### src/rtl/nxs_pkg.sv
// -----------------------------------------------------------------------------
// nxs_pkg
//  Shared widths, defaults and small helpers for the SK1024 result end.
//  Contents:
//   NXS_NONCE_W      nonce width (64)
//   NXS_HASH_W       width of the final Keccak qword (64)
//   NXS_PIPE_OFFSET  cycles from nonce issue to its hash qword (390)
//   NXS_OVF_W        width of the dropped-hit counter (8)
//   nonce_t/hash_t/ovf_t typedefs, nxsSatInc() saturating increment
//  Optional feature macro used by the top level: NXS_FULL_TARGET_EN
// -----------------------------------------------------------------------------
package nxs_pkg;

    localparam int NXS_NONCE_W     = 64;
    localparam int NXS_HASH_W      = 64;
    localparam int NXS_PIPE_OFFSET = 390;
    localparam int NXS_OVF_W       = 8;

    typedef logic [NXS_NONCE_W-1:0] nonce_t;
    typedef logic [NXS_HASH_W-1:0]  hash_t;
    typedef logic [NXS_OVF_W-1:0]   ovf_t;

    // Increment that sticks at all-ones instead of wrapping.
    function automatic ovf_t nxsSatInc(input ovf_t value);
        if (value == '1) begin
            return value;
        end
        return value + ovf_t'(1);
    endfunction

endpackage

### src/rtl/nxs_result_fifo.sv
// -----------------------------------------------------------------------------
// nxs_result_fifo
//  Small ring-buffer FIFO for found nonces with a registered show-ahead head:
//  headData always holds the oldest entry as a flop, so the reader sees a
//  stable value that only changes on a pop (or on the first write into an
//  empty FIFO). There is no write-to-read bypass: an entry written into an
//  empty FIFO becomes visible the cycle after the write.
//  Ports:
//   clk        in   clock
//   nHashRst   in   async active-low reset
//   flush      in   synchronous clear of all entries (dominates push/pop)
//   push       in   write pushData (ignored when full, unless popping too)
//   pushData   in   WIDTH  data to write
//   pop        in   discard the head entry (ignored when empty)
//   full       out  DEPTH entries held
//   empty      out  no entries held
//   headData   out  WIDTH  oldest entry, registered
// -----------------------------------------------------------------------------
module nxs_result_fifo #(
    parameter int WIDTH = 64,
    parameter int DEPTH = 4
) (
    input  logic             clk,
    input  logic             nHashRst,
    input  logic             flush,
    input  logic             push,
    input  logic [WIDTH-1:0] pushData,
    input  logic             pop,
    output logic             full,
    output logic             empty,
    output logic [WIDTH-1:0] headData
);

    localparam int PTR_W = (DEPTH > 1) ? $clog2(DEPTH) : 1;
    localparam int CNT_W = PTR_W + 1;

    logic [WIDTH-1:0] mem [DEPTH];

    logic [PTR_W-1:0] wrPtr;
    logic [PTR_W-1:0] rdPtr;
    logic [PTR_W-1:0] rdNext;
    logic [CNT_W-1:0] count;
    logic [CNT_W-1:0] cntNext;
    logic [WIDTH-1:0] headReg;
    logic [WIDTH-1:0] headNext;
    logic             doPush;
    logic             doPop;

    assign full     = (count == CNT_W'(DEPTH));
    assign empty    = (count == '0);
    assign headData = headReg;

    // A pop on a full FIFO frees the slot the push lands in, so the push is
    // still accepted in that cycle.
    assign doPop  = pop & ~empty;
    assign doPush = push & (~full | doPop);

    always_comb begin
        rdNext  = doPop ? rdPtr + PTR_W'(1) : rdPtr;
        cntNext = count;
        unique case ({doPush, doPop})
            2'b10:   cntNext = count + CNT_W'(1);
            2'b01:   cntNext = count - CNT_W'(1);
            default: cntNext = count;
        endcase
    end

    // Next head: the entry at the new read pointer. If that slot is being
    // written in this same cycle the memory still holds the old value, so
    // take the incoming data instead. When the FIFO drains, hold the last
    // head rather than load an unwritten slot.
    always_comb begin
        headNext = headReg;
        if (cntNext != '0) begin
            if (doPush && (wrPtr == rdNext)) begin
                headNext = pushData;
            end else begin
                headNext = mem[rdNext];
            end
        end
    end

    always_ff @(posedge clk or negedge nHashRst) begin
        if (!nHashRst) begin
            wrPtr   <= '0;
            rdPtr   <= '0;
            count   <= '0;
            headReg <= '0;
        end else if (flush) begin
            wrPtr   <= '0;
            rdPtr   <= '0;
            count   <= '0;
            headReg <= '0;
        end else begin
            if (doPush) begin
                wrPtr <= wrPtr + PTR_W'(1);
            end
            rdPtr   <= rdNext;
            count   <= cntNext;
            headReg <= headNext;
        end
    end

    // Storage array without reset so it can map onto distributed RAM.
    always_ff @(posedge clk) begin
        if (doPush && !flush) begin
            mem[wrPtr] <= pushData;
        end
    end

endmodule

### src/rtl/nxs_nonce_reporter.sv
// -----------------------------------------------------------------------------
// nxs_nonce_reporter
//  Result end of the SK1024 mining pipeline. Issues one nonce per cycle into
//  FirstSkeinRound, pairs each final Keccak qword with the nonce that produced
//  it (issue_nonce - NONCE_OFFSET), flags qwords with ZERO_BITS leading zeros,
//  queues the matching nonces and hands them to the host over valid/ready.
//  Ports:
//   clk           in   pipeline clock
//   nHashRst      in   async active-low reset
//   work_load     in   1-cycle pulse: new work, restart tracking, flush results
//   start_nonce   in   64  first nonce of the new work
//   issue_nonce   out  64  nonce for FirstSkeinRound this cycle
//   hash_qword    in   64  NexusKeccak1024 output qword
//   target        in   64  full target (only used with NXS_FULL_TARGET_EN)
//   res_valid     out  res_nonce holds a found nonce
//   res_ready     in   reader takes res_nonce when res_valid & res_ready
//   res_nonce     out  64  found nonce, already offset-corrected
//   overflow_cnt  out  8   saturating count of hits dropped on a full FIFO
//  Build option: define NXS_FULL_TARGET_EN to also require
//  hash_qword <= target (unsigned) for a hit; otherwise target is ignored.
// -----------------------------------------------------------------------------
module nxs_nonce_reporter
    import nxs_pkg::*;
#(
    parameter int NONCE_OFFSET = NXS_PIPE_OFFSET,
    parameter int ZERO_BITS    = 32,
    parameter int FIFO_DEPTH   = 4
) (
    input  logic                   clk,
    input  logic                   nHashRst,
    input  logic                   work_load,
    input  logic [NXS_NONCE_W-1:0] start_nonce,
    output logic [NXS_NONCE_W-1:0] issue_nonce,
    input  logic [NXS_HASH_W-1:0]  hash_qword,
    input  logic [NXS_HASH_W-1:0]  target,
    output logic                   res_valid,
    input  logic                   res_ready,
    output logic [NXS_NONCE_W-1:0] res_nonce,
    output logic [NXS_OVF_W-1:0]   overflow_cnt
);

    localparam int WARM_W = $clog2(NONCE_OFFSET + 1);
    localparam logic [WARM_W-1:0] WARM_MAX = WARM_W'(NONCE_OFFSET);

    logic [WARM_W-1:0] warmCnt;
    logic              hashValid;
    logic              zeroOk;
    logic              targetOk;
    logic              hitNow;
    nonce_t            candNonce;

    logic              hitReg;
    nonce_t            candReg;
    ovf_t              ovfCnt;

    logic              fifoFull;
    logic              fifoEmpty;
    logic              fifoPop;
    nonce_t            fifoHead;

    // ---------------------------------------------------------------------
    // Nonce issue counter: reload on new work, otherwise free-running
    // (64-bit wrap is legal).
    // ---------------------------------------------------------------------
    always_ff @(posedge clk or negedge nHashRst) begin
        if (!nHashRst) begin
            issue_nonce <= '0;
        end else if (work_load) begin
            issue_nonce <= start_nonce;
        end else begin
            issue_nonce <= issue_nonce + nonce_t'(1);
        end
    end

    // ---------------------------------------------------------------------
    // Warm-up counter: the pipeline still holds hashes of nonces from before
    // the reset/load until NONCE_OFFSET cycles have passed, so qwords are
    // only trusted once the counter has saturated.
    // ---------------------------------------------------------------------
    always_ff @(posedge clk or negedge nHashRst) begin
        if (!nHashRst) begin
            warmCnt <= '0;
        end else if (work_load) begin
            warmCnt <= '0;
        end else if (warmCnt != WARM_MAX) begin
            warmCnt <= warmCnt + WARM_W'(1);
        end
    end

    assign hashValid = (warmCnt == WARM_MAX);
    assign zeroOk    = (hash_qword[NXS_HASH_W-1 -: ZERO_BITS] == '0);
    assign candNonce = issue_nonce - nonce_t'(NONCE_OFFSET);

`ifdef NXS_FULL_TARGET_EN
    assign targetOk = (hash_qword <= target);
`else
    // The miner applies the full target in software in this build.
    logic unusedTarget;
    assign unusedTarget = ^target;
    assign targetOk     = 1'b1;
`endif

    // A hit arriving together with new work belongs to the old job.
    assign hitNow = hashValid & zeroOk & targetOk & ~work_load;

    // ---------------------------------------------------------------------
    // Stage 1: registered compare result and its candidate nonce.
    // ---------------------------------------------------------------------
    always_ff @(posedge clk or negedge nHashRst) begin
        if (!nHashRst) begin
            hitReg  <= 1'b0;
            candReg <= '0;
        end else begin
            hitReg  <= hitNow;
            candReg <= candNonce;
        end
    end

    // ---------------------------------------------------------------------
    // Stage 2: queue the hit, or count it as dropped when there is no room.
    // A pop in the load cycle is ignored because the flush wins anyway.
    // ---------------------------------------------------------------------
    assign fifoPop = res_valid & res_ready & ~work_load;

    nxs_result_fifo #(
        .WIDTH (NXS_NONCE_W),
        .DEPTH (FIFO_DEPTH)
    ) u_result_fifo (
        .clk      (clk),
        .nHashRst (nHashRst),
        .flush    (work_load),
        .push     (hitReg),
        .pushData (candReg),
        .pop      (fifoPop),
        .full     (fifoFull),
        .empty    (fifoEmpty),
        .headData (fifoHead)
    );

    always_ff @(posedge clk or negedge nHashRst) begin
        if (!nHashRst) begin
            ovfCnt <= '0;
        end else if (work_load) begin
            ovfCnt <= '0;
        end else if (hitReg && fifoFull && !fifoPop) begin
            ovfCnt <= nxsSatInc(ovfCnt);
        end
    end

    assign res_valid    = ~fifoEmpty;
    assign res_nonce    = fifoHead;
    assign overflow_cnt = ovfCnt;

endmodule

### config.mk
export PLATFORM = sky130hd
export DESIGN_NAME = nxs_nonce_reporter
export DESIGN_NICKNAME = d
export VERILOG_FILES = /design/src/rtl/nxs_pkg.sv /design/src/rtl/nxs_result_fifo.sv /design/src/rtl/nxs_nonce_reporter.sv
export SDC_FILE = /design/constraint.sdc
export NUM_CORES = 1
export LEC_CHECK = 0
export ABC_AREA = 1
export CAP_MARGIN = 20
export CORE_UTILIZATION = 45
export CTS_BUF_LIST = sky130_fd_sc_hd__clkbuf_4 sky130_fd_sc_hd__clkbuf_8 sky130_fd_sc_hd__clkbuf_16
export DETAILED_ROUTE_END_ITERATION = 8
export GPL_ROUTABILITY_DRIVEN = 0
export PLACE_DENSITY = 0.66
export SYNTH_ARGS = -nofsm -noshare
export SYNTH_HDL_FRONTEND = slang
export SYNTH_HIERARCHICAL = 1
export SYNTH_SLANG_ARGS = --single-unit
### constraint.sdc
create_clock -name clk -period 6.2 [get_ports clk]
set_input_delay 0.62 -clock clk [delete_from_list [all_inputs] [get_ports clk]]
set_output_delay 0.62 -clock clk [all_outputs]
set_load 0.03 [all_outputs]
# Word level (Yosys, flattened, before mapping)
# Memory sizes are Yosys's and may differ from the RTL's.
# Cells that the tools add are included.
[word_totals] out_inout_bits=137 register_bits=217 ramBits=256 n_memories=1 inputBits=196 wordCells=70
[op_classes] reduce_logical=14 n_bitwise=10 eq_ne=8 addsub=8 mux=20
[memory_table] name="u_result_fifo.mem" depth=4 width=64 read_ports=1 rd_clocked_by_memory_dff=0 write_ports=1 line_no="nxs_result_fifo.sv:37" source="logic [WIDTH-1:0] mem [DEPTH];"
[op_table] cell="64-bit two-way mux" count=4
[op_table] cell="64-bit by 1-bit adder with 64-bit output (second input constant)" count=1
[op_table] cell="64-bit by 9-bit subtractor with 64-bit output (second input constant)" count=1
[op_table] cell="32-bit logical NOT" count=1
[op_table] cell="8-bit two-way mux" count=3
[op_table] cell="9-bit two-way mux" count=2
[op_table] cell="9-bit by 1-bit adder with 9-bit output (second input constant)" count=1
[op_table] cell="9-bit == test (second input constant)" count=1
[op_table] cell="9-bit inequality test (second input constant)" count=1
[op_table] cell="8-bit by 1-bit adder with 8-bit output (second input constant)" count=1
[op_table] cell="8-bit == test (second input constant)" count=1
[op_table] cell="2-bit two-way mux" count=4
[op_table] cell="2-bit nonzero test" count=4
[op_table] cell="1-bit AND" count=6
[op_table] cell="3-bit case mux with 2 select lines" count=1
[op_table] cell="1-bit two-way mux" count=5
[op_table] cell="2-bit by 1-bit adder with 2-bit output (second input constant)" count=2
[op_table] cell="1-bit logical AND" count=4
[op_table] cell="3-bit by 1-bit adder with 3-bit output (second input constant)" count=1
[op_table] cell="3-bit == test (second input constant)" count=1
[op_table] cell="3-bit logical NOT" count=1
[op_table] cell="3-bit two-way mux" count=1
[op_table] cell="3-bit inequality test (second input constant)" count=1
[op_table] cell="1-bit inverter" count=3
[op_table] cell="8 further kinds" count=9

# Longest topological paths before layout
[logic_depth] word_depth=12 mapped_depth=18

# Modules after synthesis
# Netlist, hierarchy kept.
[modules_own_cells] module="nxs_result_fifo" cells_per_inst=1347 area_per_inst_um2=14164.8 instances=1 seq_area_each_um2=9464.1
[modules_own_cells] module="nxs_nonce_reporter" cells_per_inst=1293 area_per_inst_um2=8886.0 instances=1 seq_area_each_um2=3653.5

# Worst setup path before layout
# Ideal clock, no wire load.
[synth_timing] kind="register to register" from="register u_result_fifo.count[1]" to="memory u_result_fifo.mem[0][0], enable pin" setup_ns=0.486 synth_period_minus_slack_ns=4.909 slack_ns=1.291 arrival_ns=4.422 path_stages_with_launch=12 path_cell_list="dfrtp_1 nor2_2 nand2_2 inv_1 inv_1 nand2_1 nor2_1 o21ai_0 clkinv_1 buf_2 nand2_1 nor2_1"
[synth_via] elab_chain_cells=10 word_cells_on_any_way=12 cone_classes="eq/ne: 1; mux: 2; bitwise: 7; reduce/logical: 2"
[synth_rtl] element="from (decl)" line_no="nxs_result_fifo.sv:42" source="logic [CNT_W-1:0] count;"
[synth_rtl] element="from (signal assigned)" line_no="nxs_result_fifo.sv:99" source="count <= cntNext;"
[synth_rtl] element="3-bit logical NOT" line_no="nxs_result_fifo.sv:50" source="assign empty = (count == '0);"
[synth_rtl] element="net fifoEmpty" line_no="nxs_nonce_reporter.sv:57" source="logic fifoEmpty;"
[synth_rtl] element="1-bit inverter" line_no="nxs_nonce_reporter.sv:150" source="assign res_valid = ~fifoEmpty;"
[synth_rtl] element="net res_valid" line_no="nxs_nonce_reporter.sv:36" source="output logic res_valid,"
[synth_rtl] element="1-bit AND (2 in a row)" line_no="nxs_nonce_reporter.sv:123" source="assign fifoPop = res_valid & res_ready & ~work_load;"
[synth_rtl] element="net fifoPop" line_no="nxs_nonce_reporter.sv:58" source="logic fifoPop;"
[synth_rtl] element="1-bit AND" line_no="nxs_result_fifo.sv:55" source="assign doPop = pop & ~empty;"
[synth_rtl] element="1-bit OR" line_no="nxs_result_fifo.sv:56" source="assign doPush = push & (~full | doPop);"
[synth_rtl] element="1-bit AND" line_no="nxs_result_fifo.sv:56"
[synth_rtl] element="1-bit logical AND" line_no="nxs_result_fifo.sv:106" source="if (doPush && !flush) begin"
[synth_rtl] element="1-bit two-way mux" line_no="nxs_result_fifo.sv:106"
[synth_rtl] element="1-bit two-way mux (not written as such)" line_no="nxs_result_fifo.sv:107" source="mem[wrPtr] <= pushData;"
[synth_rtl] element="to (decl)" line_no="nxs_result_fifo.sv:37"
# The timed path passes the listed nets, and every way through them passes these cells.

# Worst setup path after layout
[layout_timing] from="register u_result_fifo.count[1]" to="register u_result_fifo.headReg[2], in the netlist u_result_fifo/headData[2]"
[layout_via] elab_chain_cells=11 word_cells_on_any_way=23 cone_classes="add/sub: 2; eq/ne: 4; mux: 5; bitwise: 7; reduce/logical: 4; memory: 1"
[layout_rtl] element="3-bit logical NOT *" line_no="nxs_result_fifo.sv:50"
[layout_rtl] element="net fifoEmpty" line_no="nxs_nonce_reporter.sv:57"
[layout_rtl] element="1-bit inverter *" line_no="nxs_nonce_reporter.sv:150"
[layout_rtl] element="1-bit AND * (2 in a row)" line_no="nxs_nonce_reporter.sv:123"
[layout_rtl] element="net fifoPop" line_no="nxs_nonce_reporter.sv:58"
[layout_rtl] element="1-bit AND *" line_no="nxs_result_fifo.sv:55"
[layout_rtl] element="1-bit OR or 2-bit two-way mux (tied branches)" line_no="nxs_result_fifo.sv:56, nxs_result_fifo.sv:59"
[layout_rtl] element="1-bit AND or 2-bit == test (tied branches)" line_no="nxs_result_fifo.sv:56, nxs_result_fifo.sv:75"
[layout_rtl] element="2-bit by 1-bit == test with 1-bit output (tied with other cells)" line_no="nxs_result_fifo.sv:61" source="unique case ({doPush, doPop})"
[layout_rtl] element="3-bit case mux with 2 select lines or 64-bit two-way mux (tied branches)" line_no="nxs_result_fifo.sv:61, nxs_result_fifo.sv:75"
[layout_rtl] element="3-bit nonzero test or 64-bit two-way mux (tied branches)" line_no="nxs_result_fifo.sv:74" source="if (cntNext != '0) begin"
[layout_rtl] element="2-bit nonzero test (no source line) or 64-bit two-way mux (tied branches)"
[layout_rtl] element="to (signal assigned)" line_no="nxs_result_fifo.sv:100" source="headReg <= headNext;"
[layout_rtl] element="to (decl)" line_no="nxs_result_fifo.sv:44" source="logic [WIDTH-1:0] headReg;"
# Mark *: on every way through the listed nets, which the timed path passes. The rest lies on a longest branch. The select of a mux whose other input is x is not followed.
# A chain may end at the register's enable or synchronous reset.

==> impl_metrics.py <==
metrics = {
    "setup_path": {
        "cp_cell_sequence": "nor2_2, nand2_2, inv_1, inv_1, nand2_1, nor2_1, nand2_2, nand2_4, nand2_4, nand2_1, nand2_2, nand3_2, buf_4, nand2_1, nand4_1, nand2_1",
        "worstSetupEndpoint": "u_result_fifo/headData[2]$_DFFE_PN0P_",
        "critPathCaptureType": "flop",
        "cp.arrival_ns": 4.92,
        "cp-startpoint": "u_result_fifo/count[1]$_DFF_PN0_",
        "r2r_end": "u_result_fifo/headData[2]$_DFFE_PN0P_",
        "cp_data_required_time_ns": 6.66,
        "rr_worst_depth": 16,
        "crit_cells": 16,
        "critPathTopFamily": "simple AND/OR/NAND/NOR gates",
        "regToRegStartpoint": "u_result_fifo/count[1]$_DFF_PN0_",
        "rrSetupSlack_ns": 1.74,
        "max_stage_delay_ns": 0.71,
        "cpMostUsedCell": "nand2_1",
        "crit_fanout": 64,
        "slowest_stage": "buf_4",
        "critPathLaunchType": "flop",
        "crit_buf_inv": 3,
        "path_class": "flop to flop",
    },
    "floorplanning": {
        "core_region_area_um2": 50380,
        "fp-row-count": 82,
        "die_w_um": 228.3,
        "design.die.area_um2": 52130,
        "io_pins": 333,
        "die_h_um": 228.3,
        "initial_utilization_pct": 45.76,
    },
    "clock_tree": {
        "clk_path_buf_depth": 3,
        "ctsResizeCount": 0,
        "cts_max_level": 2,
        "clk_pin_slew_worst_paths_ns": 0.06,
        "worst_skew_pair.late_latency_ns": 0.60,
        "cts_num_sinks": 473,
        "cts_tree": "yes",
        "root_buffer": "clkbuf_16",
        "cts_buffers": 50,
    },
    "yosys": {
        "synth_warnings": 6,
        "synth_top_area_share_pct": 33.35,
        "ys_seq_area_share_pct": 56.91,
        "syn_avg_cell_area_um2": 8.731,
        "syn_nets": 2846,
        "async_reset_ff_share_pct": 45.88,
        "synth_ff_type": "edfxtp_1",
        "synth_edf_count": 256,
        "synthCells": 2640,
        "yosysMostFrequentCell": "nand2_1",
        "synth_area_leaders": "edfxtp_1 (33%), dfrtp_1 (24%), nand2_1 (14%)",
        "syn_area_um2": 23050,
        "synthTopCellsByCount": "nand2_1 (874), nand3_1 (330), nor2_1 (259), edfxtp_1 (256), dfrtp_1 (217)",
        "synthDistinctLibCells": 42,
        "yosysTopAreaCell": "edfxtp_1",
        "synth-seq-cells": 473,
    },
    "grt": {
        "first_global_vias": 18739,
        "track_usage_pct": 26.18,
        "grt_pass1_wl_um": 106300,
        "grt.overflow.total": 0,
        "grt_max_degree": 152,
        "antenna_found_initial": 0,
    },
    "sta": {
        "final_hold_viol_count": 0,
        "rsz0062_at_grt": "no",
        "timing.final.ws_setup_ns": 1.743,
        "drv_slew": 0,
        "fin_crit_ns": 4.457,
        "maxSlewHeadroom_pct": 29.46,
        "hold_ws_ns": 0.4121,
        "timing.fmax_mhz": 224.4,
        "fin_skew_ns": 0.01893,
        "finalSetupViolCount": 0,
        "worst_slew_pin_slew_ns": 1.056,
        "setup_tns_ns": 0,
        "min_period_over_period_pct": 71.89,
    },
    "route": {
        "postRouteAntennaNets": 0,
        "via_count": 19315,
        "viasPerCell": 5.501,
        "drc": 0,
        "wl_per_cell_um": 19.58,
        "detail_route.iter0.violations": 1846,
        "routed_wl_um": 68750,
        "drtPass1Iterations": 6,
    },
    "layout": {
        "drive_above_1_share_pct": 5.882,
        "antenna_cells": 0,
        "syn2layout_area_growth_pct": 19.09,
        "fill_cells": 4434,
        "postLayoutCellArea_um2": 27450,
        "layout.nets": 3004,
        "fin_util_pct": 54.49,
        "instances_no_fill": 3511,
    },
    "power": {
        "leakage_nw": 11.33,
        "power_density_nw_per_um2": 263.8,
        "total_power_mw": 7.242,
        "vdd_ir_drop_max_v": 0.0001815,
    },
    "run_status": {
        "status": "completed",
    },
    "hold_path": {
        "hold_class": "input port to flop",
    },
    "placement": {
        "dp_cells": 3417,
        "preCtsSetupSlack_ns": 1.494,
        "place_hpwl_um": 44610,
        "port_buffers": 236,
        "postPlaceCellArea_um2": 25750,
    },
    "flow_run": {
        "max_cap_violations": 0,
    },
}
[state kept, by name, indices dropped and copies added, names as in the netlist]
signal                  count
u_result_fifo/mem         256
candReg                    64
issue_nonce                64
u_result_fifo/headData     64
warmCnt                     9
overflow_cnt                8
u_result_fifo/count         3
u_result_fifo/rdPtr         2
u_result_fifo/wrPtr         2
hitReg                      1
[where the power goes]
group	switching (mW)	leakage (nW)	internal [mW]	total, mW
Combinational	0.348	5.39	0.216	0.564
Sequential	0.209	5.09	3.44	3.65
Clock	1.22	0.842	1.80	3.03
Total	1.78	11.3	5.46	7.24
[placed cells by master (no fill, tap or decap), types with 2 or more instances in the layout]
| master | netlist | layout |
|---|---|---|
| clkinvlp_4 | 0 | 3 |
| clkinv_2 | 0 | 2 |
| buf_12 | 0 | 3 |
| inv_2 | 5 | 6 |
| clkbuf_4 | 0 | 21 |
| nand3_1 | 330 | 330 |
| edfxtp_1 | 256 | 256 |
| clkinv_1 | 1 | 3 |
| nor3_1 | 16 | 16 |
| nand3_2 | 4 | 4 |
| xor2_1 | 63 | 63 |
| nand2_2 | 8 | 9 |
| nand2_4 | 1 | 4 |
| dfrtp_1 | 217 | 217 |
| o31ai_1 | 6 | 6 |
| inv_1 | 160 | 159 |
| buf_4 | 13 | 16 |
| xnor2_1 | 14 | 14 |
| nor4_1 | 8 | 8 |
| nor2_2 | 20 | 20 |
| ha_1 | 9 | 9 |
| o21ai_0 | 31 | 31 |
| inv_6 | 0 | 3 |
| o21ai_1 | 24 | 24 |
| clkdlybuf4s50_1 | 0 | 234 |
| nand4_1 | 153 | 153 |
| nor2_1 | 259 | 255 |
| nand2_1 | 874 | 870 |
| nor2_4 | 4 | 8 |
| bufinv_16 | 0 | 3 |
| a31oi_1 | 2 | 2 |
| clkbuf_8 | 0 | 7 |
| a21oi_1 | 14 | 14 |
| clkbuf_16 | 0 | 50 |
[worst min-delay path by stage]
stage | startpoint | endpoint | slack (ns) | depth (start not counted)
after floorplan | nHashRst | candReg[0]$_DFF_PN0_ | 0.32 | 0
after detailed placement | u_result_fifo/headData[46]$_DFFE_PN0P_ | u_result_fifo/headData[46]$_DFFE_PN0P_ | 0.47 | 2
after CTS | work_load | u_result_fifo/count[2]$_DFF_PN0_ | 0.38 | 2
after global routing | work_load | u_result_fifo/rdPtr[1]$_DFF_PN0_ | 0.41 | 2
after global placement | u_result_fifo/headData[46]$_DFFE_PN0P_ | u_result_fifo/headData[46]$_DFFE_PN0P_ | 0.47 | 2
final | work_load | u_result_fifo/count[2]$_DFF_PN0_ | 0.41 | 2
[timing repair]
item | 4_1_cts | 5_1_grt
hold buffers | 1 | 0
endpoints found under the hold margin | 27 | 0
buffers inserted | 0 | 0
endpoints found under the setup margin | 0 | 0
[logic make-up after synthesis]
group	Yosys count	share of synthesized area (%)
simple gates	1682	31.73
flops	473	56.91
compound gates	83	1.992
xor+xnor	77	2.926
buf+inv	315	5.868
fa+ha+maj	10	0.5754
[routing by layer]
metal | part of all wire (%) | global-route usage [%] | vias to the layer above
met3 | 7.9 | 4.192 | 152
met1 | 42 | 35.62 | 9158
met5 | 0 | 0 | -
li1 | - | - | 9094
met2 | 46 | 41.90 | 911
met4 | 3.7 | 10.61 | 0
[final cells by class]
type | count | area, um^2 | area share (%)
clock buffers | 78 | 1505 | 5.483
clock inverters | 15 | 181.4 | 0.6609
inverters | 166 | 623.1 | 2.270
multi-input cells | 1852 | 8636 | 31.46
flip-flops and latches | 473 | 13120 | 47.78
well taps | 672 | 840.8 | 3.063
repair buffers | 255 | 2547 | 9.280
Power figures use the tool's default switching activity.
